$ cat config.mk
export PLATFORM = sky130hd
export DESIGN_NAME = conv_window_index_gen
export DESIGN_NICKNAME = d
export VERILOG_FILES = /design/src/rtl/conv_idx_pkg.sv /design/src/rtl/idx_wrap_counter.sv /design/src/rtl/conv_window_index_gen.sv
export SDC_FILE = /design/constraint.sdc
export NUM_CORES = 1
export LEC_CHECK = 0
export CAP_MARGIN = 40
export CORE_MARGIN = 2
export CORE_UTILIZATION = 53
export CTS_CLUSTER_DIAMETER = 60
export CTS_CLUSTER_SIZE = 8
export DETAILED_ROUTE_END_ITERATION = 8
export PLACE_DENSITY = 0.91
export SYNTH_ARGS = -nofsm -noshare
export SYNTH_HDL_FRONTEND = slang
export SYNTH_SLANG_ARGS = --single-unit
$ cat constraint.sdc
create_clock -name clock -period 5.55 [get_ports clock]
set_input_delay 1.11 -clock clock [delete_from_list [all_inputs] [get_ports clock]]
set_output_delay 1.11 -clock clock [all_outputs]
set_load 0.02 [all_outputs]
$ cat src/rtl/conv_idx_pkg.sv
// Shared types and geometry helpers for the convolution window index generator.
// The sweep FSM state and output-dimension arithmetic live here.
package conv_idx_pkg;

    typedef enum logic [1:0] {
        IDLE,
        RUN,
        DONE
    } state_t;

    function automatic int out_dim(
        input int img,
        input int k,
        input int pad,
        input int stride
    );
        return (img + 2 * pad - k) / stride + 1;
    endfunction

    function automatic int max2(input int a, input int b);
        return (a > b) ? a : b;
    endfunction

endpackage

$ cat src/rtl/idx_wrap_counter.sv
// Modulo (MAX+1) up-counter; wrap flags the increment that returns it to 0
// and serves as the carry into the next counter of a chain.
module idx_wrap_counter #(
    parameter int MAX   = 0,
    parameter int WIDTH = 8
) (
    input  logic             clock,
    input  logic             reset,
    input  logic             clr,
    input  logic             inc,
    output logic [WIDTH-1:0] cnt,
    output logic             wrap
);

    assign wrap = inc && (cnt == WIDTH'(MAX));

    always_ff @(posedge clock) begin
        if (reset || clr) begin
            cnt <= '0;
        end else if (wrap) begin
            cnt <= '0;
        end else if (inc) begin
            cnt <= cnt + WIDTH'(1);
        end
    end

endmodule

$ cat src/rtl/conv_window_index_gen.sv
// Sweeps a strided, zero-padded 2-D convolution and emits one registered
// index tuple per valid/ready transfer.
module conv_window_index_gen
    import conv_idx_pkg::*;
#(
    parameter int IMG_ROWS  = 4,
    parameter int IMG_COLS  = 4,
    parameter int K_ROWS    = 3,
    parameter int K_COLS    = 3,
    parameter int STRIDE    = 1,
    parameter int PAD       = 0,
    parameter int WIDTH_BIT = 8
) (
    input  logic                 clock,
    input  logic                 reset,
    input  logic                 start,
    input  logic                 clear,
    input  logic                 out_ready,
    output logic                 out_valid,
    output logic [WIDTH_BIT-1:0] out_row,
    output logic [WIDTH_BIT-1:0] out_col,
    output logic [WIDTH_BIT-1:0] k_row,
    output logic [WIDTH_BIT-1:0] k_col,
    output logic [WIDTH_BIT-1:0] in_row,
    output logic [WIDTH_BIT-1:0] in_col,
    output logic                 in_pad,
    output logic                 win_last,
    output logic                 frame_last,
    output logic                 busy,
    output logic                 done
);

    localparam int W  = WIDTH_BIT;
    localparam int SW = WIDTH_BIT + 2;

    localparam int OUT_ROWS = out_dim(IMG_ROWS, K_ROWS, PAD, STRIDE);
    localparam int OUT_COLS = out_dim(IMG_COLS, K_COLS, PAD, STRIDE);

    localparam int MAX_DIM = max2(
        max2(max2(IMG_ROWS, IMG_COLS), max2(OUT_ROWS, OUT_COLS)),
        max2(K_ROWS, K_COLS));

    // Counter order, innermost first: k_col, k_row, out_col, out_row.
    localparam int CMAX [4] = '{
        K_COLS - 1, K_ROWS - 1, OUT_COLS - 1, OUT_ROWS - 1
    };

    if (K_ROWS > IMG_ROWS + 2 * PAD || K_COLS > IMG_COLS + 2 * PAD ||
        OUT_ROWS < 1 || OUT_COLS < 1) begin : g_bad_geom
        $error("conv_window_index_gen: kernel exceeds padded frame");
    end

    if (longint'(MAX_DIM - 1) >= (longint'(1) << WIDTH_BIT))
    begin : g_bad_width
        $error("conv_window_index_gen: WIDTH_BIT too small");
    end

    state_t state;
    state_t state_nxt;

    logic         xfer;
    logic         load;
    logic         clr_cnt;
    logic [3:0]   inc;
    logic [3:0]   wrap;
    logic [W-1:0] cnt [4];
    logic [W-1:0] nxt [4];

    logic signed [SW-1:0] r;
    logic signed [SW-1:0] c;
    logic                 pad_n;
    logic                 wl_n;
    logic                 fl_n;

    assign xfer    = out_valid && out_ready;
    assign load    = (state == IDLE) && start && !clear;
    assign clr_cnt = clear || load;

    // The final transfer does not advance, so DONE/IDLE keep the last tuple.
    assign inc = {wrap[2:0], xfer && !frame_last};

    for (genvar i = 0; i < 4; i++) begin : g_cnt
        idx_wrap_counter #(
            .MAX   (CMAX[i]),
            .WIDTH (W)
        ) u_cnt (
            .clock (clock),
            .reset (reset),
            .clr   (clr_cnt),
            .inc   (inc[i]),
            .cnt   (cnt[i]),
            .wrap  (wrap[i])
        );
    end

    assign k_col   = cnt[0];
    assign k_row   = cnt[1];
    assign out_col = cnt[2];
    assign out_row = cnt[3];

    always_comb begin
        state_nxt = state;
        unique case (state)
            IDLE:    if (start) state_nxt = RUN;
            RUN:     if (xfer && frame_last) state_nxt = DONE;
            DONE:    state_nxt = IDLE;
            default: state_nxt = IDLE;
        endcase
        if (clear) state_nxt = IDLE;
    end

    always_ff @(posedge clock) begin
        if (reset) begin
            state     <= IDLE;
            out_valid <= 1'b0;
            busy      <= 1'b0;
            done      <= 1'b0;
        end else begin
            state     <= state_nxt;
            out_valid <= (state_nxt == RUN);
            busy      <= (state_nxt == RUN);
            done      <= (state_nxt == DONE);
        end
    end

    // Next counter values, so the derived outputs register in step.
    always_comb begin
        for (int i = 0; i < 4; i++) begin
            nxt[i] = cnt[i];
            if (clr_cnt || wrap[i]) begin
                nxt[i] = '0;
            end else if (inc[i]) begin
                nxt[i] = cnt[i] + W'(1);
            end
        end
    end

    always_comb begin
        r = SW'(nxt[3]) * SW'(STRIDE) + SW'(nxt[1]) - SW'(PAD);
        c = SW'(nxt[2]) * SW'(STRIDE) + SW'(nxt[0]) - SW'(PAD);
        pad_n = (r < 0) || (r >= SW'(IMG_ROWS)) ||
                (c < 0) || (c >= SW'(IMG_COLS));
        wl_n = (nxt[1] == W'(K_ROWS - 1)) &&
               (nxt[0] == W'(K_COLS - 1));
        fl_n = wl_n &&
               (nxt[3] == W'(OUT_ROWS - 1)) &&
               (nxt[2] == W'(OUT_COLS - 1));
    end

    always_ff @(posedge clock) begin
        if (reset || clear) begin
            in_row     <= '0;
            in_col     <= '0;
            in_pad     <= 1'b0;
            win_last   <= 1'b0;
            frame_last <= 1'b0;
        end else if (load || inc[0]) begin
            in_row     <= pad_n ? '0 : W'(r);
            in_col     <= pad_n ? '0 : W'(c);
            in_pad     <= pad_n;
            win_last   <= wl_n;
            frame_last <= fl_n;
        end
    end

endmodule

* Yosys cells after proc, flatten, opt, wreduce, memory -nomap -nowiden *
Index checks and enable logic that the tools add are counted.

word-level totals
  register bits after elaboration = 55
  latch bits = 0
  RAM bits = 0
  bits in read-only memories = 0
  bits of input ports = 5
  output and inout bits = 54
  logic and storage cells = 77
  memories = 0

cells by class
  $add $sub $neg = 6
  multipliers = 0
  div/mod/pow operators = 0
  order comparisons = 4
  equal/unequal tests = 11
  shifts and indexed selects = 0
  muxes and demuxes = 14
  bitwise gates (word level) = 0
  reductions and logical operators = 30

operators by type and width
  operator                                             count
  two-way mux 8 bit                                    10
  adder 8 x 1 -> 8 bit, second input constant          4
  == test 8 x 1 -> 1 bit, second input constant        4
  == test 8 x 2 -> 1 bit, second input constant        4
  adder 8 x 8 -> 9 bit                                 2
  >= comparator 9 x 3 -> 1 bit, second input constant  2
  < comparator 9 x 1 -> 1 bit, second input constant   2
  logical AND 1 bit                                    12
  logical OR 1 bit                                     11
  OR reduction 2 bit                                   4
  two-way mux 2 bit                                    3
  == test 2 x 1 -> 1 bit, second input constant        2
  case mux 2 bit (2 select lines)                      1
  == test 2 bit, second input constant                 1
  logical NOT 1 bit                                    2
  logical NOT 2 bit                                    1

* Depth between registers and ports, before layout *
Gate-level depths: netlist of the first run.

  depth in word-level cells = 14
  gate-level depth with buffers = 18
  gate-level depth less buffers = 18

* Hierarchy *
A second synthesis of the first run with hierarchy kept.

second synthesis, totals
  cells, all modules = 483
  area, all modules = 4042.6 µm²

by module, submodules not included
  module                 instances  cells each  area an instance (µm²)  seq. area each (µm²)
  conv_window_index_gen  1          311         2451.1                  460.4
  idx_wrap_counter       4          43          397.9                   160.2

* Worst setup path before layout of the first run *
OpenSTA, ideal clock, no wires.

  kind = input -> register
  start = input out_ready
  end = register in_col[0]
  library setup time = 0.061 ns
  data arrival time = 4.476 ns
  required time = 5.489 ns
  path slack = 1.014 ns
  cell stages on the path = 15
  path buffers = 1
  cell sequence = nand3b_1 -> or3_4 -> buf_6 -> nor2_1 -> mux2_2 -> nor2_1 -> ha_1 -> a21oi_1 -> o211ai_1 -> o21ai_0 -> nand2b_1 -> a21oi_1 -> mux2_2 -> nor4_1 -> a22o_1

between the ends
  word-level cells in the longest chain between the ends = 14
  elaborated cells between the ends (all ways) = 29
  those cells by class = add/sub (2); order compare (4); mux (9); reduce/logical (14)

RTL lines
  item                                                                         line                          text
  from (decl)                                                                  conv_window_index_gen.sv:18   input logic out_ready,
  logical AND 1 bit (*)                                                        conv_window_index_gen.sv:75   assign xfer = out_valid && out_ready;
  logical AND 1 bit (*)                                                        conv_window_index_gen.sv:80   assign inc = {wrap[2:0], xfer && !frame_last};
  logical AND 1 bit (4 in series)                                              idx_wrap_counter.sv:15        assign wrap = inc && (cnt == WIDTH'(MAX));
  logical OR 1 bit                                                             conv_window_index_gen.sv:130  if (clr_cnt || wrap[i]) begin
  two-way mux 8 bit                                                            conv_window_index_gen.sv:130
  adder 8 x 8 -> 9 bit                                                         conv_window_index_gen.sv:139  r = SW'(nxt[3]) * SW'(STRIDE) + SW'(nxt[1]) - SW'(PAD);
  < comparator 9 x 1 -> 1 bit or >= comparator 9 x 3 -> 1 bit (tied branches)  conv_window_index_gen.sv:141  pad_n = (r < 0) || (r >= SW'(IMG_ROWS)) ||
  logical OR 1 bit (2 in series)                                               conv_window_index_gen.sv:141
  logical OR 1 bit                                                             conv_window_index_gen.sv:142  (c < 0) || (c >= SW'(IMG_COLS));
  two-way mux 8 bit                                                            conv_window_index_gen.sv:159  in_col <= pad_n ? '0 : W'(c);
  to (signal assigned)                                                         conv_window_index_gen.sv:159
  to (decl)                                                                    conv_window_index_gen.sv:25   output logic [WIDTH_BIT-1:0] in_col,

Mark *: on every way between the ends. The rest lies on a longest branch, timed or not.
A chain may end at the register's enable or synchronous reset.

* Final worst setup path of the first run *
  start = input out_ready
  end = register in_row[1]

between the ends
  word-level cells in the longest chain between the ends = 14
  elaborated cells between the ends (all ways) = 29
  those cells by class = add/sub (2); order compare (4); mux (9); reduce/logical (14)

RTL lines
  item                                                                         line                          text
  logical AND 1 bit (*)                                                        conv_window_index_gen.sv:75
  logical AND 1 bit (*)                                                        conv_window_index_gen.sv:80
  logical AND 1 bit (4 in series)                                              idx_wrap_counter.sv:15
  logical OR 1 bit                                                             conv_window_index_gen.sv:130
  two-way mux 8 bit                                                            conv_window_index_gen.sv:130
  adder 8 x 8 -> 9 bit                                                         conv_window_index_gen.sv:139
  < comparator 9 x 1 -> 1 bit or >= comparator 9 x 3 -> 1 bit (tied branches)  conv_window_index_gen.sv:141
  logical OR 1 bit (2 in series)                                               conv_window_index_gen.sv:141
  logical OR 1 bit                                                             conv_window_index_gen.sv:142
  two-way mux 8 bit                                                            conv_window_index_gen.sv:158  in_row <= pad_n ? '0 : W'(r);
  to (signal assigned)                                                         conv_window_index_gen.sv:158
  to (decl)                                                                    conv_window_index_gen.sv:24   output logic [WIDTH_BIT-1:0] in_row,

Marked as above.

==> results of run 1 <==
## Yosys cell counts, drive strengths merged (6+ instances only)
cell type and n:
dfxtp 55, nor2 48, nand2 27, nor3 26, ha 24, inv 22
nand4 18, xnor2 16, a21oi 15, and2 14, xor2 13, o21ai 11
nor4 10, clkbuf 9, nand3 9, nor2b 7, a21o 6, and3 6
## through the flow
stage,hold WS (ns),total power [W]
floorplan,0.448,0.000426
global placement,0.442,0.000436
detailed placement,0.444,0.000437
CTS,0.473,0.000658
global route,0.498,0.000680
finish,0.464,0.000656
## worst paths after layout
| kind | start | endpoint | slack, ns | cells after the start |
|---|---|---|---|---|
| hold / removal | in_row[5] | in_row[5] | 0.46 | 1 |
| setup reg to reg | g_cnt[0].u_cnt.cnt[1] | in_row[1] | 0.71 | 16 |
| setup / recovery | out_ready | in_row[1] | 0.56 | 16 |
| hold reg to reg | in_row[5] | in_row[5] | 0.46 | 1 |
## logic make-up (layout without fill, tap and decap cells)
logic type	Yosys count	count (layout)	synth area share [%]
adders and majority gates	26	26	10.2
muxes	5	5	1.58
AOI/OAI and AO/OA	54	54	11.3
DFF	55	55	33.1
xor gates and xnor gates	29	29	7.63
and+or+nand+nor	195	195	31.8
buffers and inverters	34	94	4.40
## critical path, cell delays in order
cell and delay (ns):
clkdlybuf4s50_1 0.48, nand3b_1 0.10, or3_4 0.42, nor2_1 0.29
xnor2_1 0.20, nor2_1 0.07, ha_1 0.24, fa_1 0.41
a21o_1 0.18, a21oi_1 0.27, o21bai_1 0.10, a21oi_1 0.23
o21ai_0 0.11, mux2_2 0.28, nor4_1 0.56, a22o_1 0.22
## layout make-up
| cell class | count | area (um^2) |
|---|---|---|
| repair buffers | 64 | 626 |
| clock inverters | 3 | 18.8 |
| inverters | 22 | 82.6 |
| multi-input cells | 309 | 2080 |
| flip-flops and latches | 55 | 1100 |
| fillers | 480 | 1920 |
| clock buffers | 5 | 68.8 |
| well taps | 75 | 93.8 |
## power groups by stage
stage	Combinational (W)	Clock, W	Sequential, W
finish	0.0000320	0.000227	0.000396
floorplan	0.0000196	0	0.000406
CTS	0.0000313	0.000230	0.000396
global route	0.0000349	0.000248	0.000397
global placement	0.0000306	0	0.000405
detailed placement	0.0000313	0	0.000406
## flip-flops by register name, summed over array words and instances, names as in the netlist
signal	count
busy	1
done	1
frame_last	1
g_cnt.u_cnt.cnt	32
in_col	8
in_pad	1
in_row	8
state	2
win_last	1
## per-layer routing
metal | vias to the layer above | part of all wire [%]
met3 | 18 | 7.0
li1 | 1542 | -
met4 | 0 | 2.0
met2 | 148 | 48
met1 | 1492 | 43
met5 | - | 0
==> flow_summary.ini, run 1 <==
[setup_path]
crit_path_end_kind = register
path_max_fanout = 13
crit_type = in -> reg
cp_data_required_time_ns = 5.81
critPathLaunchType = input pin
worstPathArrival_ns = 5.26

[global_routing]
overflow = 0
gr-usage-met2_pct = 41.0
antenna_found_initial = 0
grt_max_degree = 35
grt_use_met1_pct = 34.4
grt_first_pass_wirelength_um = 14600
first_global_vias = 2980
grt.busiest_layer = met2
grt_util_all_layers_pct = 25.6
met3_usage_pct = 4.57

[timing]
worst_pin_slew_ns = 0.770
period_minus_slack_ns = 4.99
max_slew_margin_pct = 48.5
max_freq_mhz = 200
finalCritPeriodShare_pct = 90.0
setup_viol = 0
tns_ns = 0
grt_setup_unrepaired = false
hold_viol = 0
slew_viol_final = 0
timing.final.ws_setup_ns = 0.557
skew_ns = 0.00899

[pwr]
intPower_w = 0.000495
p_sw_w = 0.000161
leakage_nw = 1.71
p_comb_share_pct = 4.9
seqPwrFrac_pct = 60.5
clkPwrFrac_pct = 34.6
powerDensity_mw_per_mm2 = 161
switching_share_pct = 24.6
peakVddDrop_mv = 0.117

[cts]
hold_buffers = 0
cts_buffer_depth = 2
cts_buffers = 5
cts_resized = 0
tritoncts = yes
post_cts_buffers = 0
cts.sinks = 55
insertion_delay_ns = 0.32
root_buffer = clkbuf_8
cts.clk_slew.worst_paths_ns = 0.09
htreeDepth = 2

[synth]
yosysTopAreaCellShare_pct = 33.1
async_flop_share_pct = 0
yosys_warnings = 0
ys_top_cells_by_area = dfxtp_1 (33%), ha_1 (9.0%), nor2_1 (5.4%)
synth_cell_types = 58
ys.flop_type = dfxtp_1
syn_nets = 429
syn-cell-area_mm2 = 0.00333
yosysTopAreaCell = dfxtp_1
netlist_instances = 398
seq_area_frac_synth_pct = 33.1
avgSynthCellArea_um2 = 8.36
synth_edf_count = 0
synth-seq-cells = 55

[detailed_routing]
viasPerCell = 6.00
vias = 3200
wl_um = 8710
drt_iter0_drc = 306
drcViolationCount = 0
wire_per_inst_um = 16.3
dr.pass1.iters = 5
detail-route-antenna-nets = 0

[placement]
dp_slack_ns = 0.344
dp_hpwl_um = 6640
dpl_cell_area_mm2 = 0.00398
io_buffer_count = 58
dp_cells = 525
gp_congestion = 0.923

[floorplan]
chipHeight_um = 83.2
dieArea_mm2 = 0.00693
design.core.area_mm2 = 0.00599
die_w_um = 83.2
start_util_pct = 55.6
row_count = 28
pin_count = 59

[finish]
nets = 488
design_area_mm2 = 0.00407
syn_to_final_growth_pct = 22.3
fin_util_pct = 68.0
drive_gt1_share_pct = 7.42
diodes = 0
mostFrequentLayoutCells = clkdlybuf4s50_1 (58), dfxtp_1 (55), nor2_1 (48), nand2_1 (27), nor3_1 (26)
final_cells = 533
final_common_cell = clkdlybuf4s50_1

[min_path]
min_path_type = reg -> reg

[flow_run]
maxCapViolations = 0

[outcome]
outcome = complete, no violations
No activity file was read; power rests on OpenSTA's default activity.
==> run 2, diff against run 1 <==
--- a/config.mk
+++ b/config.mk
@@ -7,11 +7,11 @@
 export LEC_CHECK = 0
 export CAP_MARGIN = 40
 export CORE_MARGIN = 2
-export CORE_UTILIZATION = 53
+export CORE_UTILIZATION = 46
 export CTS_CLUSTER_DIAMETER = 60
 export CTS_CLUSTER_SIZE = 8
 export DETAILED_ROUTE_END_ITERATION = 8
-export PLACE_DENSITY = 0.91
+export PLACE_DENSITY = 0.82
 export SYNTH_ARGS = -nofsm -noshare
 export SYNTH_HDL_FRONTEND = slang
 export SYNTH_SLANG_ARGS = --single-unit
==> flow_summary.ini, run 2 (synthesized netlist as in run 1, its figures left out) <==
[detailed_routing]
dr.pass1.iters = 5
vias = 3160
viasPerCell = 5.67
detail-route-antenna-nets = 0
wire_per_inst_um = 15.4
drcViolationCount = 0
wl_um = 8590
drt_iter0_drc = 191

[finish]
reg_top3 = g_cnt.u_cnt.cnt (32), in_col (8), in_row (8)
final_common_cell = clkdlybuf4s50_1
nets = 488
nFillCells = 676
largest_reg_flops = 32
fin_util_pct = 57.5
largest-register = g_cnt.u_cnt.cnt
mostFrequentLayoutCells = clkdlybuf4s50_1 (58), dfxtp_1 (55), nor2_1 (48), nand2_1 (27), nor3_1 (26)
drive_gt1_share_pct = 7.42
syn_to_final_growth_pct = 23.3
diodes = 0

[setup_path]
slowest_stage = nor4_1
worstPathCellList = clkdlybuf4s50_1 -> nand3b_1 -> or3_4 -> nor2_1 -> mux2_2 -> nor2_1 -> ha_1 -> a21oi_1 -> o211ai_1 -> o21ai_0 -> nand2b_1 -> a21oi_1 -> mux2_2 -> nor4_1 -> a22o_1
cp_num_buf_inv = 1
rr_endpoint = in_col[1]
path_delay_family = simple AND/OR/NAND/NOR gates
critPathLaunchType = input pin
crit_type = in -> reg
worst_path_largest_cell_delay_ns = 0.58
rr_startpoint = g_cnt[0].u_cnt.cnt[1]
cp_data_required_time_ns = 5.82
reg2reg_slack_ns = 0.75
path_max_fanout = 13
worstPathArrival_ns = 5.26
crit_path_end_kind = register
rr_worst_depth = 15

[pwr]
switching_share_pct = 24.3
p_sw_w = 0.000159
clkPwrFrac_pct = 34.3
seqPwrFrac_pct = 60.8
peakVddDrop_mv = 0.109
leakage_nw = 1.70
p_comb_share_pct = 4.9
intPower_w = 0.000493
powerDensity_mw_per_mm2 = 159

[cts]
cts_buffer_depth = 2
cts.sinks = 55
post_cts_buffers = 0
cts_resized = 0
tritoncts = yes
htreeDepth = 2
root_buffer = clkbuf_8
hold_buffers = 0
insertion_delay_ns = 0.32
cts.clk_slew.worst_paths_ns = 0.10
cts_buffers = 5

[outcome]
outcome = complete, no violations

[timing]
max_slew_margin_pct = 47.6
max_freq_mhz = 200
grt_setup_unrepaired = false
period_minus_slack_ns = 4.99
setup_viol = 0
worst_pin_slew_ns = 0.784
skew_ns = 0.00593
hold_viol = 0
finalCritPeriodShare_pct = 90.0
slew_viol_final = 0
tns_ns = 0

[floorplan]
start_util_pct = 46.6
dieArea_mm2 = 0.00793
pin_count = 59
design.core.area_mm2 = 0.00714
chipHeight_um = 89.1
row_count = 31
die_w_um = 89.1

[global_routing]
first_global_vias = 2872
grt_first_pass_wirelength_um = 13900
grt_max_degree = 35
antenna_found_initial = 0
overflow = 0
grt_util_all_layers_pct = 22.4

[min_path]
hold_end = in_col[7]
hold_depth = 1
min_path_type = reg -> reg
min-delay-start = in_col[7]

[placement]
dp_hpwl_um = 6700
gp_congestion = 0.942
io_buffer_count = 58

[flow_run]
maxCapViolations = 0
==> run 2: metrics by stage <==
| stage | hold slack [ns] | instance area (um^2) | std cells | worst slack, ns | total power [W] |
|---|---|---|---|---|---|
| 2_1_floorplan | 0.448 | 3330 | 398 | 1.01 | 0.000426 |
| 3_3_place_gp | 0.443 | 4010 | 549 | 0.421 | 0.000437 |
| 3_5_place_dp | 0.446 | 4010 | 549 | 0.315 | 0.000437 |
| 4_1_cts | 0.470 | 4100 | 557 | 0.609 | 0.000652 |
| 5_1_grt | 0.480 | 4100 | 557 | 0.183 | 0.000672 |
| 6_report | 0.470 | 4100 | 557 | 0.557 | 0.000652 |
==> run 2: how the worst max path moves through the flow <==
stage | start | to | cells after the start
2_1_floorplan | out_ready | in_col[0] | 15
3_5_place_dp | out_ready | in_row[1] | 15
5_1_grt | out_ready | in_col[1] | 15
3_3_place_gp | out_ready | in_col[1] | 15
4_1_cts | out_ready | in_col[1] | 15
6_report | out_ready | in_col[1] | 15
==> run 2: layout make-up <==
class	count	area [um^2]	share of cell area, %
clock buffers	5	68.8	1.68
clock inverters	3	20.0	0.488
inverters	22	82.6	2.01
multi-input cells	309	2080	50.7
flip-flops and latches	55	1100	26.8
well taps	99	124	3.02
repair buffers	64	626	15.2
==> run 2: routing by layer <==
layer | track usage, % | vias to the layer above | wire length [um]
met4 | 5.56 | 0 | 76
met5 | 0 | - | 0
met1 | 30.3 | 1503 | 3890
met2 | 36.6 | 102 | 4080
li1 | - | 1548 | -
met3 | 4.62 | 7 | 549
==> run 2: power by group through the flow <==
stage / Combinational, W / Clock [W] / Sequential (W)
3_5_place_dp: 0.0000317 / 0 / 0.000406
6_report: 0.0000322 / 0.000223 / 0.000396
4_1_cts: 0.0000317 / 0.000224 / 0.000396
5_1_grt: 0.0000352 / 0.000240 / 0.000397
2_1_floorplan: 0.0000196 / 0 / 0.000406
3_3_place_gp: 0.0000314 / 0 / 0.000406
==> run 3, diff against run 2 <==
--- a/config.mk
+++ b/config.mk
@@ -11,6 +11,7 @@
 export CTS_CLUSTER_DIAMETER = 60
 export CTS_CLUSTER_SIZE = 8
 export DETAILED_ROUTE_END_ITERATION = 8
+export GPL_ROUTABILITY_DRIVEN = 0
 export PLACE_DENSITY = 0.82
 export SYNTH_ARGS = -nofsm -noshare
 export SYNTH_HDL_FRONTEND = slang
==> flow_summary.ini, run 3 (synthesized netlist as in run 1, its figures left out) <==
[outcome]
outcome = complete, no violations

[setup_path]
rr_startpoint = g_cnt[0].u_cnt.cnt[1]
crit_path_end = in_col[1]
path_delay_family = simple AND/OR/NAND/NOR gates
worstPathArrival_ns = 5.19
worstPathCellList = clkdlybuf4s50_1 -> nand3b_1 -> or3_4 -> or4_4 -> a21oi_4 -> ha_1 -> inv_1 -> fa_1 -> nor2b_1 -> o21a_1 -> o21a_1 -> o21ai_0 -> nor3_1 -> o2111ai_1 -> nor4_1 -> a22o_1
crit_path_end_kind = register
worstSetupPathDepth = 16
cp_num_buf_inv = 2
slowest_stage = or4_4
worst_path_largest_cell_delay_ns = 0.55
rr_endpoint = in_col[1]
critPathLaunchType = input pin
cp-startpoint = out_ready
path_max_fanout = 13
reg2reg_slack_ns = 0.79
crit_type = in -> reg
rr_worst_depth = 16
cp_data_required_time_ns = 5.81
crit_path_frequent_cell = o21a_1

[global_routing]
grt_util_all_layers_pct = 23.4
grt.busiest_layer = met2
grt_max_degree = 35
gr-usage-met2_pct = 36.9
antenna_found_initial = 0
overflow = 0
met3_usage_pct = 4.34
grt_use_met1_pct = 31.3
grt_first_pass_wirelength_um = 14400
first_global_vias = 2933

[timing]
worst_pin_slew_ns = 0.749
slew_viol_final = 0
hold_viol = 0
tns_ns = 0
timing.final.ws_setup_ns = 0.618
skew_ns = 0.00759
max_slew_margin_pct = 49.9
finalCritPeriodShare_pct = 88.9
grt_setup_unrepaired = false
period_minus_slack_ns = 4.93
max_freq_mhz = 203
setup_viol = 0

[placement]
dp_cells = 549
dp_hpwl_um = 6720
dp_slack_ns = 0.325
dpl_cell_area_mm2 = 0.00401
io_buffer_count = 58

[detailed_routing]
vias = 3225
viasPerCell = 5.79
wl_um = 8860
drt_iter0_drc = 248
detail-route-antenna-nets = 0
dr.pass1.iters = 6
wire_per_inst_um = 15.9
drcViolationCount = 0

[pwr]
clkPwrFrac_pct = 35.7
switching_share_pct = 23.7
p_comb_share_pct = 4.8
intPower_w = 0.000508
seqPwrFrac_pct = 59.5
p_sw_w = 0.000158
leakage_nw = 1.71
peakVddDrop_mv = 0.117
powerDensity_mw_per_mm2 = 162

[floorplan]
dieArea_mm2 = 0.00793
die_w_um = 89.1
row_count = 31
design.core.area_mm2 = 0.00714
chipHeight_um = 89.1
pin_count = 59
start_util_pct = 46.6

[finish]
mostFrequentLayoutCells = clkdlybuf4s50_1 (58), dfxtp_1 (55), nor2_1 (48), nand2_1 (27), nor3_1 (26)
nets = 488
final_common_cell = clkdlybuf4s50_1
drive_gt1_share_pct = 7.21
largest-register = g_cnt.u_cnt.cnt
fin_util_pct = 57.6
diodes = 0
largest_reg_flops = 32
syn_to_final_growth_pct = 23.5
nFillCells = 675
design_area_mm2 = 0.00411
reg_top3 = g_cnt.u_cnt.cnt (32), in_col (8), in_row (8)
final_cells = 557

[cts]
insertion_delay_ns = 0.32
cts.sinks = 55
cts_buffer_depth = 2
htreeDepth = 2
cts_buffers = 5
cts_resized = 0
tritoncts = yes
post_cts_buffers = 0
cts.clk_slew.worst_paths_ns = 0.09
hold_buffers = 0
root_buffer = clkbuf_8

[min_path]
min_path_type = reg -> reg

[flow_run]
maxCapViolations = 0
[run 3: routing by layer]
layer	wire [um]	vias up
li1	-	1539
met3	646	32
met2	4090	142
met4	330	0
met1	3800	1512
met5	0	-
[run 3: power by group through the flow]
stage	clock, W	sequential (W)	combinational, W
after floorplan	0	0.000406	0.0000196
after global placement	0	0.000406	0.0000310
after detailed placement	0	0.000406	0.0000316
after CTS	0.000240	0.000396	0.0000317
after global routing	0.000256	0.000397	0.0000351
final	0.000237	0.000396	0.0000319
[run 3: worst min path at each step]
stage / slack, ns / startpoint / to / cells past startpoint
3_3_place_gp: 0.44 / in_col[5] / in_col[5] / 1
4_1_cts: 0.47 / in_col[2] / in_col[2] / 1
5_1_grt: 0.48 / in_row[7] / in_row[7] / 1
6_report: 0.47 / in_col[7] / in_col[7] / 1
3_5_place_dp: 0.44 / in_col[5] / in_col[5] / 1
2_1_floorplan: 0.45 / state[1] / busy / 1
[run 3: final cells by class]
cell class                      count  area, um^2  area share (%)
Multi-Input combinational cell    309        2080            50.6
Clock buffer                        7        86.3            2.10
Sequential cell                    55        1100            26.8
Clock inverter                      1        8.76           0.213
Timing Repair Buffer               64         626            15.2
Tap cell                           99         124            3.01
Inverter                           22        82.6            2.01
[run 3: through the flow]
stage                     power (W)  hold slack (ns)
after floorplan            0.000426            0.448
after global placement     0.000437            0.442
after detailed placement   0.000437            0.443
after CTS                  0.000668            0.469
after global routing       0.000688            0.484
final                      0.000666            0.465
